## src/rtl/imem_port_arbiter.sv

```systemverilog
// Shares a single-port instruction RAM between the CPU fetch stage and the program loader.
// Grants are combinational; read responses appear exactly one cycle after the grant.
module imem_port_arbiter #(
    parameter int          DEPTH    = 128,
    parameter int          AW       = $clog2(DEPTH),
    parameter logic [31:0] NOP_WORD = 32'h0000_0000
) (
    input  logic          clk,
    input  logic          reset,
    input  logic          f_req,
    input  logic [31:0]   f_addr,
    output logic          f_gnt,
    output logic          f_rvalid,
    output logic [31:0]   f_rdata,
    output logic          f_err,
    input  logic          l_req,
    input  logic          l_we,
    input  logic [31:0]   l_addr,
    input  logic [31:0]   l_wdata,
    input  logic          l_lock,
    output logic          l_gnt,
    output logic          l_rvalid,
    output logic [31:0]   l_rdata,
    output logic [15:0]   ld_count,
    output logic          cpu_stall,
    output logic          m_en,
    output logic          m_we,
    output logic [AW-1:0] m_addr,
    output logic [31:0]   m_wdata,
    input  logic [31:0]   m_rdata
);

    typedef enum logic { UNLOCKED = 1'b0, LOCKED = 1'b1 } lock_state_e;

    localparam logic [31:0] DEPTH_W = 32'(DEPTH);

    lock_state_e state_q, state_d;
    logic        rr_last_q, rr_last_d;     // 1 = loader was granted last
    logic        f_pend_q, f_pend_d;
    logic        f_perr_q, f_perr_d;
    logic        l_pend_q, l_pend_d;
    logic        l_poor_q, l_poor_d;
    logic [31:0] f_hold_q, f_hold_d;
    logic [31:0] l_hold_q, l_hold_d;
    logic [15:0] ld_count_q, ld_count_d;

    logic        f_fault_s;
    logic        l_oor_s;
    logic        wr_cnt_s;
    logic [31:0] f_resp_s;
    logic [31:0] l_resp_s;

    assign f_fault_s = (f_addr[1:0] != 2'b00) || ((f_addr >> 2) >= DEPTH_W);
    assign l_oor_s   = (l_addr >> 2) >= DEPTH_W;
    assign wr_cnt_s  = l_gnt && l_we && !l_oor_s;
    assign f_resp_s  = f_perr_q ? NOP_WORD : m_rdata;
    assign l_resp_s  = l_poor_q ? 32'h0000_0000 : m_rdata;

    // Arbitration: lock gives the loader exclusive access, otherwise round-robin on ties
    always_comb begin
        f_gnt = 1'b0;
        l_gnt = 1'b0;
        if (reset) begin
            f_gnt = 1'b0;
            l_gnt = 1'b0;
        end else if (l_lock) begin
            l_gnt = l_req;
        end else if (f_req && l_req) begin
            f_gnt = rr_last_q;
            l_gnt = !rr_last_q;
        end else begin
            f_gnt = f_req;
            l_gnt = l_req;
        end
    end

    // RAM-side drive; faulted fetches and out-of-range loader accesses never reach the RAM
    always_comb begin
        m_en    = 1'b0;
        m_we    = 1'b0;
        m_addr  = '0;
        m_wdata = 32'h0000_0000;
        if (f_gnt && !f_fault_s) begin
            m_en   = 1'b1;
            m_addr = f_addr[AW+1:2];
        end else if (l_gnt && !l_oor_s) begin
            m_en    = 1'b1;
            m_we    = l_we;
            m_addr  = l_addr[AW+1:2];
            m_wdata = l_we ? l_wdata : 32'h0000_0000;
        end else begin
            m_en = 1'b0;
        end
    end

    // Response outputs; data follows the RAM in the rvalid cycle and holds afterwards
    always_comb begin
        f_rvalid  = f_pend_q && !reset;
        f_err     = f_pend_q && f_perr_q && !reset;
        l_rvalid  = l_pend_q && !reset;
        cpu_stall = l_lock && f_req && !reset;
        ld_count  = reset ? 16'h0000 : ld_count_q;
        if (reset) begin
            f_rdata = 32'h0000_0000;
            l_rdata = 32'h0000_0000;
        end else begin
            f_rdata = f_pend_q ? f_resp_s : f_hold_q;
            l_rdata = l_pend_q ? l_resp_s : l_hold_q;
        end
    end

    // Next-state for arbitration history, pending responses and held read data
    always_comb begin
        rr_last_d = rr_last_q;
        if (f_gnt) begin
            rr_last_d = 1'b0;
        end else if (l_gnt) begin
            rr_last_d = 1'b1;
        end else begin
            rr_last_d = rr_last_q;
        end
        f_pend_d = f_gnt;
        f_perr_d = f_gnt && f_fault_s;
        l_pend_d = l_gnt && !l_we;
        l_poor_d = l_gnt && !l_we && l_oor_s;
        f_hold_d = f_pend_q ? f_resp_s : f_hold_q;
        l_hold_d = l_pend_q ? l_resp_s : l_hold_q;
    end

    // Lock FSM: the lock rising edge restarts the in-range write count
    always_comb begin
        state_d    = state_q;
        ld_count_d = ld_count_q;
        case (state_q)
            UNLOCKED: begin
                if (l_lock) begin
                    state_d    = LOCKED;
                    ld_count_d = wr_cnt_s ? 16'h0001 : 16'h0000;
                end else begin
                    state_d = UNLOCKED;
                end
            end
            LOCKED: begin
                if (!l_lock) begin
                    state_d = UNLOCKED;
                end else if (wr_cnt_s && (ld_count_q != 16'hFFFF)) begin
                    ld_count_d = ld_count_q + 16'h0001;
                end else begin
                    state_d = LOCKED;
                end
            end
            default: begin
                state_d    = UNLOCKED;
                ld_count_d = ld_count_q;
            end
        endcase
    end

    // State registers with synchronous reset
    always_ff @(posedge clk) begin
        if (reset) begin
            state_q    <= UNLOCKED;
            rr_last_q  <= 1'b1;
            f_pend_q   <= 1'b0;
            f_perr_q   <= 1'b0;
            l_pend_q   <= 1'b0;
            l_poor_q   <= 1'b0;
            f_hold_q   <= 32'h0000_0000;
            l_hold_q   <= 32'h0000_0000;
            ld_count_q <= 16'h0000;
        end else begin
            state_q    <= state_d;
            rr_last_q  <= rr_last_d;
            f_pend_q   <= f_pend_d;
            f_perr_q   <= f_perr_d;
            l_pend_q   <= l_pend_d;
            l_poor_q   <= l_poor_d;
            f_hold_q   <= f_hold_d;
            l_hold_q   <= l_hold_d;
            ld_count_q <= ld_count_d;
        end
    end

endmodule

```

## config.mk

```make
export PLATFORM = sky130hd
export DESIGN_NAME = imem_port_arbiter
export DESIGN_NICKNAME = d
export VERILOG_FILES = /design/src/rtl/imem_port_arbiter.sv
export SDC_FILE = /design/constraint.sdc
export NUM_CORES = 1
export LEC_CHECK = 0
export ABC_AREA = 1
export ABC_CLOCK_PERIOD_IN_PS = 3280
export CAP_MARGIN = 0
export CORE_MARGIN = 3
export CORE_UTILIZATION = 34
export CTS_CLUSTER_DIAMETER = 60
export DETAILED_ROUTE_END_ITERATION = 12
export PLACE_DENSITY_LB_ADDON = 0.3
export SETUP_SLACK_MARGIN = 0.05
export SLEW_MARGIN = 10
export SYNTH_ARGS = -nofsm -noshare
export SYNTH_HDL_FRONTEND = slang
export SYNTH_SLANG_ARGS = --single-unit
```

## constraint.sdc

```tcl
create_clock -name clk -period 3.28 [get_ports clk]
set_input_delay 0.984 -clock clk [delete_from_list [all_inputs] [get_ports clk]]
set_output_delay 0.984 -clock clk [all_outputs]
set_load 0.005 [all_outputs]
```

==> flow_summary.json <==
{
  "vias": 5193,
  "synth_xor_area_frac": 0.0104,
  "finalSetupTns_ps": -547,
  "cts_max_level": 3,
  "p_leak_nw": 3.89,
  "drc": 0,
  "area.sequential_sq_um": 1720,
  "grt-ovfl-total": 0,
  "yosysSeqAreaShare": 0.410,
  "worst_slew_pin_slew_ps": 624,
  "top_usage_layer": "met2",
  "rsz0062_at_grt": "yes",
  "synthesis.nets": 782,
  "fin_cells": 1095,
  "ant_nets": 0,
  "crit_top_cell": "nor2_4",
  "muxShareOfSynthArea": 0,
  "io-pin-count": 261,
  "grt_pass1_vias": 4910,
  "netlist.area_leader.share": 0.410,
  "crit_chain": "buf_6, nor2_2, nand2_1, nor2_2, nand3_2, nor2_4, inv_2, nor2_4, buf_12, buf_16, inv_16, nor2_4, buf_2",
  "fin_hold_ws_ps": 464,
  "area_delta_synth_final_pct": 88.7,
  "grtUsageMet1": 0.230,
  "avgSynthCellArea_sq_um": 6.49,
  "netlist_instances": 647,
  "fin_nets": 1061,
  "fill_cells": 1005,
  "power.total_mw": 2.56,
  "cts_hold_buf": 0,
  "die_h_microns": 117,
  "worstPathRequired_ps": 2300,
  "viasPerCell": 4.74,
  "antenna_cells": 0,
  "rows": 39,
  "cap_viol_max_count": 0,
  "crit_path_top_delay_cell": "buf_16",
  "clock_skew_ps": 4.80,
  "drt_wl_total_microns": 16300,
  "start_util": 0.357,
  "startpoint_type": "input port",
  "crit_family": "simple AND/OR/NAND/NOR gates",
  "placed_cells": 1057,
  "grt_pass1_wl_microns": 23800,
  "slew_headroom": 0.584,
  "port_buffers": 258,
  "use_met2": 0.425,
  "setup_viol_count_final": 32,
  "antenna_found_initial": 0,
  "synth_ff_type": "dfxtp_1",
  "finalHoldViolCount": 0,
  "multi_input_area_sq_um": 2540,
  "max_stage_delay_ps": 180,
  "yosysMostFrequentCell": "nand2_1",
  "synth.area.top_cells": "dfxtp_1, nand2_1, a21oi_1",
  "wire_per_inst_microns": 14.9,
  "synthSimpleGateAreaFrac": 0.369,
  "drtPass1Iterations": 4,
  "ir_worst_vdd_v": 0.000253,
  "cts_sinks": 86,
  "clk_pin_slew_ps": 70,
  "insertion_delay_ps": 330,
  "yosys_warnings": 0,
  "cts_tree": "yes",
  "synth_top_family_by_area": "simple AND/OR/NAND/NOR gates",
  "crit_type": "input port to output pin",
  "clock_path_buffers": 2,
  "synth_cell_types": 25,
  "fp.dieArea_sq_um": 13700,
  "critical_path_arrival_ps": 2330,
  "numCtsBuffers": 9,
  "synth_top_area_cell": "dfxtp_1",
  "core_sq_um": 11800,
  "critical_path_buf_inv_count": 6,
  "synthAdderAreaFrac": 0.00298,
  "dpl.hpwl_microns": 11000,
  "synthArstFlopShare": 0,
  "drive_gt1_frac": 0.279,
  "grtUsageTotal": 0.221,
  "synth_seq_cells": 86,
  "use_met3": 0.0622,
  "place_congestion": 0.853,
  "cts_root_buf": "clkbuf_16",
  "drt_iter0_markers": 221,
  "setup_slack_ps": -35.3,
  "cp_max_fo": 8,
  "place_area_sq_um": 7020,
  "final.min_clock_period_ps": 3320,
  "synth_common_cells": "nand2_1, nor2_1, dfxtp_1",
  "violations": "negative setup slack",
  "p_per_area_nw_per_um2": 323,
  "finalCritPeriodShare": 1.01,
  "max_freq_mhz": 302,
  "grt_max_degree": 35,
  "status": "finished with violations",
  "synth.cell_area_sq_um": 4200,
  "final_area_sq_um": 7930,
  "hold_path_class": "flip-flop to flip-flop",
  "die_w_microns": 117,
  "synth_compound_area_frac": 0.0995,
  "synth_edf_count": 0,
  "maxSlewViolCount": 0,
  "endpoint_kind": "output pin"
}
## stage by stage
stage,utilization,setup slack [ps]
global route,0.674,-133
finish,0.674,-35.3
floorplan,-,258
global placement,0.597,-705
CTS,0.636,-42.9
detailed placement,0.597,-709
## where the power goes
part	internal, mW	switching [mW]
Clock	0.640	0.436
Combinational	0.216	0.182
Sequential	1.07	0.0116
Total	1.93	0.630
## worst min-delay path: stages, from the launching register on
cell     delay, ps
dfxtp_1        300
nand2_1         70
a21oi_2         50
## kinds of logic (layout without fill, tap and decap cells)
family	count (synthesis)	in the layout
and+or+nand+nor	357	357
buffers and inverters	115	399
DFF	86	86
AOI/OAI and AO/OA	83	83
xor gates and xnor gates	5	5
adders and majority gates	1	1
## sequential cells by signal, summed over array words and instances (netlist names)
signal / count
ld_count_q: 16
l_pend_q: 1
state_q: 1
f_perr_q: 1
l_poor_q: 1
f_hold_q: 32
l_hold_q: 32
f_pend_q: 1
rr_last_q: 1
## final timing paths
path / start / to / slack [ps] / cells past startpoint
worst min register to register: f_hold_q[2]$_DFF_P_ / f_hold_q[2]$_DFF_P_ / 460 / 2
worst max-delay path: l_addr[20] / m_wdata[24] / -40 / 13
worst max register to register: ld_count_q[0]$_SDFFE_PP0P_ / ld_count_q[5]$_SDFFE_PP0P_ / 1550 / 9
worst min-delay path: f_hold_q[2]$_DFF_P_ / f_hold_q[2]$_DFF_P_ / 460 / 2
## layer usage
layer,part of all wire,vias to the layer above
met3,0.074,24
met5,0,-
li1,-,2608
met2,0.53,187
met4,0.022,0
met1,0.37,2374
## placed cells by master, fill, tap and decap left out, types with 2 or more instances in the layout
| cell type | synthesis | routed |
|---|---|---|
| nor3_2 | 2 | 3 |
| nand2_1 | 156 | 152 |
| buf_6 | 1 | 28 |
| nand3_2 | 4 | 7 |
| nor2_4 | 3 | 33 |
| inv_1 | 67 | 67 |
| nor3_1 | 3 | 2 |
| nor4_4 | 0 | 2 |
| clkdlybuf4s50_1 | 0 | 106 |
| a21oi_2 | 0 | 43 |
| buf_12 | 0 | 2 |
| clkinv_1 | 3 | 3 |
| nand2_2 | 1 | 5 |
| clkinv_4 | 0 | 2 |
| buf_4 | 2 | 35 |
| clkdlybuf4s15_1 | 0 | 8 |
| clkbuf_2 | 0 | 5 |
| inv_16 | 0 | 4 |
| clkbuf_16 | 0 | 9 |
| nor4_2 | 0 | 2 |
| dlygate4sd2_1 | 0 | 32 |
| clkbuf_8 | 0 | 2 |
| inv_2 | 6 | 5 |
| nand4_1 | 20 | 20 |
| dlymetal6s2s_1 | 0 | 34 |
| nand3_1 | 65 | 61 |
| nor2_1 | 98 | 55 |
| buf_2 | 7 | 53 |
| xor2_1 | 5 | 5 |
| nor2_2 | 0 | 13 |
| a21oi_1 | 81 | 37 |
| dfxtp_1 | 86 | 86 |
## timing repair
action / 4_1_cts / 5_1_grt
gates cloned: 4 / 0
endpoints found under the setup margin: 110 / 83
pin swaps: 35 / 29
resized for setup: 407 / 128
buffers inserted: 14 / 5
## final cells by class
| class | count | area share |
|---|---|---|
| Clock buffer | 11 | 0.0319 |
| Clock inverter | 5 | 0.00836 |
| Inverter | 76 | 0.0380 |
| Multi-Input combinational cell | 446 | 0.320 |
| Sequential cell | 86 | 0.217 |
| Tap cell | 164 | 0.0259 |
| Timing Repair Buffer | 304 | 0.351 |
| Timing Repair inverter | 3 | 0.00757 |
Power figures use the tool's default switching activity.
